--- src/rtl/shader_pkg.sv ---
// Shared types and helpers for the face shading slice.
package shader_pkg;

    // Default fixed-point format for unit light intensity (1.0 = ONE).
    localparam int unsigned DEF_NORM_FRAC = 14;
    localparam int unsigned ONE           = 1 << DEF_NORM_FRAC;

    // RGB565 pixel colour.
    typedef struct packed {
        logic [4:0] r;
        logic [5:0] g;
        logic [4:0] b;
    } rgb565_t;

    // Clamp a signed fixed-point intensity to [0, 1.0] for the given fraction width.
    function automatic logic [31:0] clamp_unit(input logic signed [31:0] intensity,
                                               input int frac);
        logic signed [31:0] one_s;
        logic [31:0]        result;
        one_s = 32'sd1 <<< frac;
        if (intensity < 0)
            result = '0;
        else if (intensity > one_s)
            result = one_s;
        else
            result = intensity;
        return result;
    endfunction

endpackage

--- src/rtl/shade_fifo.sv ---
// Generic synchronous show-ahead FIFO; extra pointer MSB separates full from empty.
module shade_fifo #(
    parameter int DEPTH = 8,
    parameter int WIDTH = 16
) (
    input  logic                     clk,
    input  logic                     rst,
    input  logic                     wr_en,
    input  logic [WIDTH-1:0]         din,
    output logic                     full,
    input  logic                     rd_en,
    output logic [WIDTH-1:0]         dout,
    output logic                     empty,
    output logic [$clog2(DEPTH):0]   level
);

    localparam int AW = $clog2(DEPTH);

    logic [AW:0]      wr_ptr;
    logic [AW:0]      rd_ptr;
    logic [WIDTH-1:0] mem [DEPTH];
    logic             do_rd;
    logic             do_wr;

    assign empty = (wr_ptr == rd_ptr);
    assign full  = (wr_ptr[AW] != rd_ptr[AW]) && (wr_ptr[AW-1:0] == rd_ptr[AW-1:0]);
    assign do_rd = rd_en && !empty;
    // A full FIFO still takes a write when the head leaves in the same cycle.
    assign do_wr = wr_en && (!full || do_rd);
    // Head is forced to zero while empty so stale entries never show.
    assign dout  = empty ? '0 : mem[rd_ptr[AW-1:0]];

    // Pointer and occupancy bookkeeping.
    always_ff @(posedge clk) begin
        if (rst) begin
            wr_ptr <= '0;
            rd_ptr <= '0;
            level  <= '0;
        end else begin
            if (do_wr)
                wr_ptr <= wr_ptr + 1'b1;
            if (do_rd)
                rd_ptr <= rd_ptr + 1'b1;
            if (do_wr && !do_rd)
                level <= level + 1'b1;
            else if (!do_wr && do_rd)
                level <= level - 1'b1;
        end
    end

    // Storage array; no reset needed since pointers gate visibility.
    always_ff @(posedge clk) begin
        if (do_wr)
            mem[wr_ptr[AW-1:0]] <= din;
    end

endmodule

--- src/rtl/face_shade_stage.sv ---
// Back-face cull, intensity shading of RGB565 colour, and queued delivery downstream.
module face_shade_stage
    import shader_pkg::*;
#(
    parameter int                    NORM_WIDTH  = 16,
    parameter int                    NORM_FRAC   = 14,
    parameter int                    ID_WIDTH    = 12,
    parameter logic [NORM_WIDTH-1:0] AMBIENT     = 16'h0CCD,
    parameter int                    FIFO_DEPTH  = 8,
    parameter int                    COUNT_WIDTH = 16
) (
    input  logic                          clk_in,
    input  logic                          rst_in,
    input  logic                          valid_in,
    input  logic                          front_facing_in,
    input  logic signed [NORM_WIDTH-1:0]  intensity_in,
    input  logic [15:0]                   color_in,
    input  logic [ID_WIDTH-1:0]           tri_id_in,
    output logic                          valid_out,
    input  logic                          ready_in,
    output logic [15:0]                   color_out,
    output logic [ID_WIDTH-1:0]           tri_id_out,
    output logic [$clog2(FIFO_DEPTH):0]   fifo_level_out,
    output logic                          overflow_out,
    output logic [COUNT_WIDTH-1:0]        cull_count_out,
    output logic [COUNT_WIDTH-1:0]        shade_count_out
);

    localparam int          SCALE_W = NORM_FRAC + 1;
    localparam logic [31:0] UNIT    = 32'd1 << NORM_FRAC;
    localparam int          PAY_W   = ID_WIDTH + 16;

    // S1 registers
    logic                s1_valid;
    logic [SCALE_W-1:0]  s1_scale;
    rgb565_t             s1_color;
    logic [ID_WIDTH-1:0] s1_id;
    // S2 registers
    logic                s2_valid;
    logic [5+SCALE_W-1:0] s2_r;
    logic [6+SCALE_W-1:0] s2_g;
    logic [5+SCALE_W-1:0] s2_b;
    logic [ID_WIDTH-1:0] s2_id;
    // S3 registers
    logic                s3_valid;
    rgb565_t             s3_color;
    logic [ID_WIDTH-1:0] s3_id;

    logic [31:0]         clamped;
    logic [31:0]         lit;
    logic [31:0]         scale;
    logic                fifo_full;
    logic                fifo_empty;
    logic                fifo_rd;
    logic                fifo_accept;
    logic [PAY_W-1:0]    fifo_head;

    // Clamp intensity, add ambient and cap the resulting scale at 1.0.
    always_comb begin
        clamped = clamp_unit(32'(intensity_in), NORM_FRAC);
        lit     = clamped + 32'(AMBIENT);
        scale   = (lit > UNIT) ? UNIT : lit;
    end

    // S1: cull back faces and register the scale factor.
    always_ff @(posedge clk_in) begin
        if (rst_in) begin
            s1_valid       <= 1'b0;
            s1_scale       <= '0;
            s1_color       <= '0;
            s1_id          <= '0;
            cull_count_out <= '0;
        end else begin
            s1_valid <= valid_in && front_facing_in;
            s1_scale <= scale[SCALE_W-1:0];
            s1_color <= color_in;
            s1_id    <= tri_id_in;
            if (valid_in && !front_facing_in && (cull_count_out != '1))
                cull_count_out <= cull_count_out + 1'b1;
        end
    end

    // S2: full-width per-channel products.
    always_ff @(posedge clk_in) begin
        if (rst_in) begin
            s2_valid <= 1'b0;
            s2_r     <= '0;
            s2_g     <= '0;
            s2_b     <= '0;
            s2_id    <= '0;
        end else begin
            s2_valid <= s1_valid;
            s2_r     <= {{SCALE_W{1'b0}}, s1_color.r} * {5'b0, s1_scale};
            s2_g     <= {{SCALE_W{1'b0}}, s1_color.g} * {6'b0, s1_scale};
            s2_b     <= {{SCALE_W{1'b0}}, s1_color.b} * {5'b0, s1_scale};
            s2_id    <= s1_id;
        end
    end

    // S3: drop fraction bits (scale <= 1.0 keeps each channel in range) and repack.
    always_ff @(posedge clk_in) begin
        if (rst_in) begin
            s3_valid <= 1'b0;
            s3_color <= '0;
            s3_id    <= '0;
        end else begin
            s3_valid   <= s2_valid;
            s3_color.r <= 5'(s2_r >> NORM_FRAC);
            s3_color.g <= 6'(s2_g >> NORM_FRAC);
            s3_color.b <= 5'(s2_b >> NORM_FRAC);
            s3_id      <= s2_id;
        end
    end

    assign valid_out   = !fifo_empty;
    assign fifo_rd     = valid_out && ready_in;
    assign fifo_accept = s3_valid && (!fifo_full || fifo_rd);
    assign tri_id_out  = fifo_head[PAY_W-1:16];
    assign color_out   = fifo_head[15:0];

    shade_fifo #(
        .DEPTH (FIFO_DEPTH),
        .WIDTH (PAY_W)
    ) u_fifo (
        .clk   (clk_in),
        .rst   (rst_in),
        .wr_en (s3_valid),
        .din   ({s3_id, s3_color}),
        .full  (fifo_full),
        .rd_en (fifo_rd),
        .dout  (fifo_head),
        .empty (fifo_empty),
        .level (fifo_level_out)
    );

    // Count accepted writes and latch overflow when a shaded face is dropped.
    always_ff @(posedge clk_in) begin
        if (rst_in) begin
            shade_count_out <= '0;
            overflow_out    <= 1'b0;
        end else begin
            if (fifo_accept && (shade_count_out != '1))
                shade_count_out <= shade_count_out + 1'b1;
            if (s3_valid && !fifo_accept)
                overflow_out <= 1'b1;
        end
    end

endmodule

--- config.mk ---
export PLATFORM = sky130hd
export DESIGN_NAME = face_shade_stage
export DESIGN_NICKNAME = d
export VERILOG_FILES = /design/src/rtl/shader_pkg.sv /design/src/rtl/shade_fifo.sv /design/src/rtl/face_shade_stage.sv
export SDC_FILE = /design/constraint.sdc
export NUM_CORES = 1
export LEC_CHECK = 0
export CAP_MARGIN = 10
export CORE_MARGIN = 1
export CORE_UTILIZATION = 41
export CTS_BUF_LIST = sky130_fd_sc_hd__clkbuf_4
export DETAILED_ROUTE_END_ITERATION = 10
export PLACE_DENSITY_LB_ADDON = 0.1
export SLEW_MARGIN = 20
export SYNTH_ARGS = -nofsm -noshare
export SYNTH_HDL_FRONTEND = slang
export SYNTH_SLANG_ARGS = --single-unit
--- constraint.sdc ---
create_clock -name clk_in -period 4.56 [get_ports clk_in]
set_clock_uncertainty 0.15 [all_clocks]
set_input_delay 0.684 -clock clk_in [delete_from_list [all_inputs] [get_ports clk_in]]
set_output_delay 0.684 -clock clk_in [all_outputs]
set_load 0.03 [all_outputs]
# Yosys cells after proc, flatten, opt, wreduce, memory -nomap -nowiden
# Memories as Yosys holds them, arrays and structs flattened. A register that Yosys moved wholly into a read port is not among the register bits.
# Index checks and enable logic that the tools add are counted.
# op_classes
n_addsub	7
multipliers	3
n_lt_le_gt_ge	3
eq_ne	5
mux	10
reduce_logical	22
# op_table
operator	count
$mux 32	2
$mul 5x15->19	2
$add 16x1->16 const B	2
$add 32x12->32 const B	1
$gt 32x15->1 const B	1
$ne 16x16->1 const B	2
$mux 28	1
$mul 6x15->20	1
$gt 16x16->1 const B	1
$lt 16x1->1 const B	1
$mux 15	1
$add 4x1->4 const B	3
$logic_and 1x1->1	12
$mux 4	2
$logic_not 1->1	6
$mux 3	2
$eq 4x4->1	1
$sub 4x1->4 const B	1
$eq 3x3->1	1
$logic_or 1x1->1	2
$mux 1	2
$reduce_bool 2->1	1
$reduce_or 2->1	1
$ne 1x1->1	1
# word_totals
regBits	189
mem_bits_rw	224
inputBits	49
out_inout_bits	66
word_cells	74
mem_count	1
# memory_table
memory	words	word_bits	read_ports	rd_ports_with_merged_regs	wr	line_no	rtl
u_fifo.mem	8	28	1	1	1	shade_fifo.sv:21	logic [WIDTH-1:0] mem [DEPTH];

# Depth between registers and ports, before layout
# Gate-level depths: netlist of run 1.
# depth
depth_word	10
ltp_mapped	14
ltp_nobuf	13

# Cells and area by module
# A second synthesis of run 1 with hierarchy kept.
# unflattened
cells_unflattened	1645
hier_area_um2	20211.9
# modules_own_cells
mod	instances	cells_each	area_per_inst_um2	seq_area_each_um2
face_shade_stage	1	1193	10847.9	2702.6
shade_fifo	1	452	9364.0	7026.7

# Worst setup path before layout of run 1
# Ideal clock, no wire load.
# synth_path
path_type	input port to flip-flop
startpoint	input port ready_in
endpoint	memory u_fifo.mem[0][0] (netlist bit), enable pin
setup_ns	0.494
arrival_time_ns	4.235
required_ns	3.916
setup_slack_ns	-0.319
cell_stages	4
n_path_buf	1
cell_sequence	nor2_1 -> a21oi_4 -> buf_2 -> nor4b_1
# synth_between
elab_chain_len	6
# synth_rtl
element	line_no	rtl
from (decl)	face_shade_stage.sv:20	input logic ready_in,
$logic_and 1x1->1	face_shade_stage.sv:116	assign fifo_rd = valid_out && ready_in;
$logic_and 1x1->1	shade_fifo.sv:27	assign do_rd = rd_en && !empty;
$logic_or 1x1->1	shade_fifo.sv:29	assign do_wr = wr_en && (!full || do_rd);
$logic_and 1x1->1	shade_fifo.sv:29	
via u_fifo.do_wr	shade_fifo.sv:23	logic do_wr;
$mux 1	shade_fifo.sv:53	if (do_wr)
$mux 1 (implied by the code)	shade_fifo.sv:54	mem[wr_ptr[AW-1:0]] <= din;
to (decl)	shade_fifo.sv:21	
# The timed path passes the listed nets, and every way through them passes these cells.

# Worst setup path in the final report of run 1
# layout_path
startpoint	register s1_scale[9]
endpoint	register s2_g[19]
# layout_between
elab_chain_len	1
# layout_rtl
element	line_no	rtl
from (decl)	face_shade_stage.sv:35	logic [SCALE_W-1:0] s1_scale;
from (signal assigned)	face_shade_stage.sv:75	s1_scale <= scale[SCALE_W-1:0];
$mul 6x15->20	face_shade_stage.sv:94	s2_g <= {{SCALE_W{1'b0}}, s1_color.g} * {6'b0, s1_scale};
to (signal assigned)	face_shade_stage.sv:94	
to (decl)	face_shade_stage.sv:41	logic [6+SCALE_W-1:0] s2_g;
# Every way passes these cells.
# A chain may end at the register's enable or synchronous reset.

==> results.md, run 1 <==
- Using the TritonRoute via totals, the vias-per-cell ratio works out to 4.85.
- The headroom to the max-slew limit is 0.465.
- TritonCTS built the clock tree.
- Clock tree synthesis selected as its root buffer the cell clkbuf_4.
- The startpoint of the most critical register-to-register path is s1_scale[9].
- The final design utilization is 0.490.
- A synthesized cell averages 12.3 µm².
- Setup repair after global routing left no endpoint under its margin.
- The switching part of the total power is 0.241.
- After synthesis the netlist holds a flip-flop and latch count of between 300 and 400.
- The number of synthesized flops with an enable pin is 224.
- For this design the top-level I/O count stands at 115.
- The cell with the biggest individual delay on the critical path is dfxtp_1.
- For this configuration, the core starts out at a cell density of 0.419.
- The chip height is 224 µm.
- After clock tree synthesis, the setup repair step added 0 buffers.
- The post-detailed-route wirelength per cell is 16.6 µm.
- The number of distinct library cells after synthesis is 64.
- The share of total power dissipated in the clock network is 0.419.
- The final count of hold timing violations is 0.
- After legalization and detailed placement, the total HPWL measured ~29000 µm.
- The number of global-route vias before repair is ~13000.
- The number of DRC violations after detailed routing is 0.
- The clock reaches the later pin of the worst-skew pair after 0.82 ns.
- The die extent in x is about 220 µm.
- The pin slew with the least headroom to its limit is 0.802 ns.
- The share of power burned in combinational logic is 0.079.
- For this run, the register share of the synthesized area comes to 0.483.
- The initial antenna violation count is 2.
- For this run, the detailed router's first-pass iteration total came to 5.
- The first routing iteration left 465 violations.
- The filler cell count in the final layout is around 4400.
- The analysis attributes to net switching a power of between 1.5 and 2 mW.
- The routability-driven placement congestion ratio is approximately 0.80.
- The first-pass GRT wire length is around 70000 µm.
- After clock tree synthesis, the clock-pin slew on the worst setup and hold paths is 0.07 ns.
- The category of the worst setup path capture point is a register.
- The total CTS buffers is between 90 and 100.
- The clock net sink count is 374.
- The path type of the worst setup path is reg2reg.
- Counting cells, the worst reg-to-reg path comes to 13.
- In the synthesized netlist the dominant register cell turns out to be edfxtp_1.
- The net total in the final layout is just over 2000.
- The synthesis-to-finish area growth is 17.0%.
- The final route contains 12400 vias.
- The critical path's most frequent cell is fa_1.
- Tracing the worst setup path back leads to its startpoint at s1_scale[9].
- The region available for standard cell placement spans slightly below 50000 µm².
- The kind of path behind the tightest hold check is in2reg.
- The area of all placed cells without fillers is 23600 µm².
- The maximum operating frequency is between 0.2 and 0.25 GHz.
- The final-report setup violation count is 0.
- Of the cells placed in the final design, the portion with a size suffix greater than 1 is 0.161.
- The capture instance of the worst register-to-register path is s2_g[19].
- Cell internal power was estimated by the tool at 5.55 mW.
- Following the worst setup path forward leads to its endpoint at s2_g[19].
- The clock passes through at most 3 buffers.
- In the post-synthesis netlist, the biggest area contributors are edfxtp_1 (33%), dfxtp_1 (15%), fa_1 (13%).
- On the worst path, the slowest cell contributes a delay of roughly 0.6 ns.
- The net count of the mapped netlist is 1895.
- The tool flagged a number of max-cap violations equal to 0.
- The area share of the leading cell type in the synthesized netlist is 0.334.
- The wire length reported by the detailed router is 42600 µm.
- STA puts the critical path data arrival time at slightly below 5 ns.
- The global-route usage over all layers is 0.178.
- The number of buffers added on ports is 114.
- The final critical-path required period is 4.34 ns.
- The H-tree depth is 3.
- The cell type with the highest aggregate area in the netlist is edfxtp_1.
- In the final timing run, aggregate negative setup slack is 0 ns.
- In this run the core area contains 80 standard-cell rows.
- The overflow left after global routing is 0.
- The data required time at the worst endpoint is 5.12 ns.
- During synthesis, Yosys emitted a total of 0 warnings.
- Entering global routing, the biggest net connects 74 pins.
- The peak supply drop is 0.158 mV.
- The number of standard cells after synthesis is approximately 1600.
- The mapped cell area is 20200 µm².
- The critical path goes through and2_1 > fa_1 > fa_1 > inv_1 > fa_1 > inv_1 > ha_1 > o311ai_0 > nand2_1 > a21oi_1 > o31ai_2 > a31oi_1 > mux2_2.
- The instance area at placement is 22200 µm².
- The largest fanout of any net on the critical path is 14.
- The total leakage power is 9.30 nW.
- The setup check on the worst reg-to-reg path leaves a slack of 0.22 ns.
- The startpoint type of the worst setup path is a register.
- Of the total power, registers draw 0.503.
- The power density of the placed cells is 310 nW/µm².
- The max-slew violation total from the final report came to 0.
- After synthesis, the share of flip-flops with an asynchronous set or reset is 0.
- The run finished with clean final reports.
- The post-route clock period utilization is 0.951.
- The count of antenna-violating nets left after detailed routing is 0.
- The die covers 50100 µm².
## cell families after synthesis
logic type,after synthesis,synth area share
buffers and inverters,239,0.0465
AOI/OAI and AO/OA,100,0.0365
and+or+nand+nor,562,0.151
adders and majority gates,209,0.177
DFF,374,0.483
xor gates and xnor gates,63,0.0274
muxes,90,0.0796
## per-layer routing
metal	track usage	wire length [µm]	up-vias
met1	0.231	19600	6159
li1	-	-	6002
met5	0	0	-
met4	0.0643	886	0
met2	0.295	20600	203
met3	0.0353	1530	66
## worst min path at each step
stage	slack [ns]	end	cells past startpoint	start
6_report	0.27	s1_id[9]	2	tri_id_in[9]
5_1_grt	0.19	s1_id[5]	2	tri_id_in[5]
4_1_cts	0.15	s1_id[9]	2	tri_id_in[9]
3_5_place_dp	0.27	s2_id[8]	1	s1_id[8]
3_3_place_gp	0.27	s3_id[3]	1	s2_id[3]
2_1_floorplan	0.26	s2_id[0]	1	s1_id[0]
## timing repair
item,CTS,global route
endpoints found under the setup margin,0,4
resized for setup,0,5
hold buffers,1,0
endpoints found under the hold margin,14,0
## registers in the layout, summed over array words and instances (netlist names), 4 cells and up, named ones only
register and flops:
cull_count_out 16, s1_color 16, s1_id 12, s1_scale 15, s2_b 5, s2_g 6, s2_id 12, s2_r 5
s3_color 16, s3_id 12, shade_count_out 16, u_fifo.level 4, u_fifo.mem 224, u_fifo.rd_ptr 4, u_fifo.wr_ptr 4
## cell usage in the layout, fill, tap and decap left out, drive strengths merged, types with 17 or more instances in the layout
| cell | instances |
|---|---|
| inv | 167 |
| nor2 | 110 |
| dfxtp | 150 |
| edfxtp | 224 |
| nor2b | 75 |
| nand4 | 30 |
| clkdlybuf4s50 | 113 |
| ha | 83 |
| clkinv | 18 |
| mux2i | 32 |
| fa | 126 |
| mux4 | 56 |
| and2 | 188 |
| xnor2 | 31 |
| clkbuf | 164 |
| a21oi | 31 |
| o21ai | 17 |
| xor2 | 32 |
| nand2 | 85 |
| buf | 40 |
## worst max-delay path, delay by kind of cell (launching register included)
kind / cells / cell delay [ns]
buffers and inverters: 2 / 0.10
AND/OR/NAND/NOR: 2 / 0.31
AO/OA/AOI/OAI: 4 / 0.97
multiplexers: 1 / 0.35
adder cells (fa/ha/maj): 4 / 1.74
flip-flops: 1 / 0.59
## synth_stat cells (2+ instances only)
cell type  instances
nand2_1           84
and3_1             8
a21oi_1           30
dfxtp_1          150
ha_1              83
a21o_1             2
nor4bb_1           2
mux2i_1           32
o21ai_0           15
nor2b_1           75
xnor2_1           31
nand3_1           15
o31ai_1            4
mux2_2             2
edfxtp_1         224
or3_1              7
buf_1              5
nor2_1           110
and4_1             2
buf_4              5
nor4_2             3
a211oi_1          10
fa_1             126
o21a_1             3
inv_1            163
and2_1           188
o211ai_1           9
nor3b_1            5
xor2_1            32
o21ai_1            2
clkbuf_1          54
mux4_2            56
nor4_1             7
nand2b_1           6
buf_2             11
nand4_1           30
a31oi_1            5
nor3_1            15
## stage by stage
stage               hold slack (ns)  power, mW  setup slack (ns)  instances
detailed placement            0.272       4.34             0.168       2370
global placement              0.273       4.33             0.209       2370
CTS                           0.151       7.47             0.157       2558
floorplan                     0.264       4.12             0.408       1637
global route                  0.186       7.71            0.0152       2563
finish                        0.269       7.32             0.221       2563
## area by class of cell
class                           count  area [µm²]  area share
Clock inverter                     23         135     0.00573
Clock buffer                      164        1230      0.0522
Sequential cell                   374        9740       0.413
Multi-Input combinational cell   1024        9570       0.406
Antenna cell                        5        12.5    0.000530
Inverter                          163         612      0.0259
Timing Repair Buffer              154        1470      0.0622
Tap cell                          656         821      0.0348
## power groups by stage
stage	Clock [mW]	Combinational [mW]	Sequential, mW
2_1_floorplan	0	0.413	3.71
3_3_place_gp	0	0.578	3.75
3_5_place_dp	0	0.589	3.75
4_1_cts	3.20	0.591	3.68
5_1_grt	3.37	0.657	3.69
6_report	3.06	0.575	3.68
Note: power is estimated with default switching activity, not from simulation.
==> run 2: changes to the inputs <==
CTS_CLUSTER_SIZE = 24   (was not set)
GPL_ROUTABILITY_DRIVEN = 0   (was not set)
==> results of run 2 <==
Same layout as run 1: the final DEF is identical, and so are final timing and power.
==> run 3: changes to the inputs <==
PLACE_DENSITY = 0.59   (was not set)
PLACE_DENSITY_LB_ADDON = not set   (was 0.1)
==> run 3 against run 2 <==
Sequential share of layout area grew 0.15 points. Critical path depth rose by 1. Global-route usage shrank 0.59 points. Utilization fell by 0.14 points. Clock power shrank 3%. First-iteration DRC count is 9.7% higher. Register-to-register slack is essentially flat.
==> results.md, run 3 (synthesized netlist as in run 1, its figures left out) <==
- The full die area is 50100 µm² (unchanged).
- The total leakage power is 9.25 nW (was 9.30 nW).
- The initial antenna violation count is 2 (unchanged).
- Unrepaired setup endpoints after global routing: false (unchanged).
- The pin slew with the least headroom to its limit was 1.06 ns (was 0.802 ns).
- The ratio of routed vias to standard cells was 4.85 (about the same).
- The H-tree depth is 3 (unchanged).
- The via count is 12400 (about the same).
- The clock-pin slew on the worst setup and hold paths is 0.07 ns (about the same).
- The first-pass GRT wire length is 67900 µm (was 69700 µm).
- The worst-case clock buffer depth is 3 (unchanged).
- The share of cells above drive strength 1 came to 0.156 (was 0.161).
- The largest net degree at the start of global routing is 94 (was 74).
- The synthesis-to-finish area growth was 16.7% (was 17.0%).
- The data required time at the worst endpoint was 5.06 ns (was 5.12 ns).
- Status: complete, no violations (unchanged).
- The most common cell after layout, fill and taps aside is edfxtp_1 (unchanged).
- The number of maximum-capacitance violations is 0 (unchanged).
- The number of buffers added on ports came to 114 (unchanged).
- The area of the core came to 48100 µm² (unchanged).
- The final-report setup violation count was 0 (unchanged).
- The clock tree root buffer cell is clkbuf_4 (unchanged).
- The number of flip-flops in the largest register is 224 (unchanged).
- The number of DRC markers in iteration 0 is 510 (was 465).
- The filler cell count in the final layout is 4368 (was 4398).
- The total chip power is 7.21 mW (was 7.32 mW).
- The post-layout worst setup margin is 0.227 ns (was 0.221 ns).
- The final design utilization is 0.488 (was 0.490).
- The HPWL after detailed placement is 27800 µm (was 28700 µm).
- The data arrival time at the worst-slack endpoint is 4.83 ns (was 4.89 ns).
- The final count of hold timing violations is 0 (unchanged).
- The number of DRC violations after detailed routing is 0 (unchanged).
- The CTS tree is built (unchanged).
- The chip height is 224 µm (unchanged).
- Most frequent cells in the layout: edfxtp_1 (224), and2_1 (188), inv_1 (163) (was edfxtp_1 (224), and2_1 (188), clkbuf_4 (164)).
- The overflow left after global routing is 0 (unchanged).
- The global-route usage over all layers came to 0.172 (was 0.178).
- The area of all placed cells without fillers was 23500 µm² (was 23600 µm²).
- The worst slack at placement is 0.102 ns (was 0.168 ns).
- The peak supply drop came to 0.210 mV (was 0.158 mV).
- The final critical-path required period is 4.33 ns (was 4.34 ns).
- The largest fanout of any net on the critical path is 15 (was 14).
- The kind of path behind the tightest hold check was in2reg (unchanged).
- The boundary pin count was 115 (unchanged).
- The final total negative setup slack is 0 ns (unchanged).
- The count of antenna-violating nets left after detailed routing is 0 (unchanged).
- The startpoint type of the worst setup path is a register (unchanged).
- The post-route clock period utilization is 0.950 (was 0.951).
- The number of global-route vias before repair is 13200 (about the same).
- The non-filler instance count after layout is 2558 (was 2563).
- The starting utilization of the core area was 0.419 (unchanged).
- The number of instances in the placed design is 2369 (was 2370).
- The wire length reported by the detailed router is 41300 µm (was 42600 µm).
- The path type of the worst setup path is reg2reg (unchanged).
- The instance area at placement came to 22200 µm² (about the same).
- The count of TritonRoute iterations in the first routing pass is 5 (unchanged).
- The total CTS buffers is 98 (was 99).
- The post-detailed-route wirelength per cell is 16.1 µm (was 16.6 µm).
- The headroom to the max-slew limit was 0.292 (was 0.465).
- The max-slew violation total from the final report is 0 (unchanged).
- The row count is 80 (unchanged).
- The worst hold slack is 0.249 ns (was 0.269 ns).
- The maximum operating frequency was 0.231 GHz (was 0.230 GHz).
- The net total in the final layout is 2071 (was 2074).
- The insertion delay to the later sink of the worst-skew pair was 0.83 ns (was 0.82 ns).
- The power density of the placed cells is 307 nW/µm² (was 310 nW/µm²).
- The die extent in x is 224 µm (unchanged).
- The count of buffers added by post-CTS timing repair for setup is 0 (unchanged).
- The clock net sink count came to 374 (unchanged).
- The category of the worst setup path capture point is a register (unchanged).
## run 3: cell count changes in the layout (fill, tap and decap cells not counted), moves of 5 or more
cell	before	now
clkinv_1	15	26
clkbuf_4	164	143
dfxtp_1	142	137
clkinv_2	2	7
dfxtp_2	7	12
## run 3: final timing paths
kind                from          end  slack (ns)  cells past startpoint
min          color_in[5]  s1_color[5]        0.25                      2
max          s1_color[4]     s2_b[17]        0.23                     14
max reg2reg  s1_color[4]     s2_b[17]        0.23                     14
min reg2reg     s2_b[16]  s3_color[2]        0.28                      1
## run 3: final cells by class
| cell class | count | area [µm²] | area share |
|---|---|---|---|
| sequential | 374 | 9750 | 0.414 |
| multi-input combinational | 1024 | 9570 | 0.407 |
| timing repair buffer | 152 | 1440 | 0.0611 |
| clock buffer | 143 | 1070 | 0.0456 |
| tap | 656 | 821 | 0.0349 |
| inverter | 163 | 612 | 0.0260 |
| clock inverter | 41 | 248 | 0.0105 |
| antenna | 5 | 12.5 | 0.000532 |
## run 3: repair_timing
action | 4_1_cts | 5_1_grt
endpoints found under the hold margin | 0 | 0
gates resized for setup | 0 | 12
hold buffers | 0 | 0
endpoints found under the setup margin | 0 | 5
## run 3: metal layers
metal	share of wire	wire, µm	up-vias	track usage
met1	0.45	18600	6149	0.221
met3	0.036	1490	53	0.0370
met5	0	0	-	0
met2	0.50	20500	206	0.290
met4	0.018	743	0	0.0557
li1	-	-	5993	-
## run 3: power breakdown
group	switching (mW)	internal, mW	total [mW]
combinational	0.304	0.263	0.567
clock	1.38	1.58	2.96
sequential	0.0786	3.60	3.68
## run 3: critical path: stages, from the launching register on
cell and delay, ns:
dfxtp_1 0.66, and2_1 0.24, fa_1 0.43, fa_1 0.56, inv_1 0.06, fa_1 0.54, inv_1 0.05, ha_1 0.29
nand3_1 0.14, a211oi_1 0.25, o21ai_1 0.10, buf_4 0.17, a211oi_1 0.33, or3_1 0.16, a21oi_1 0.06
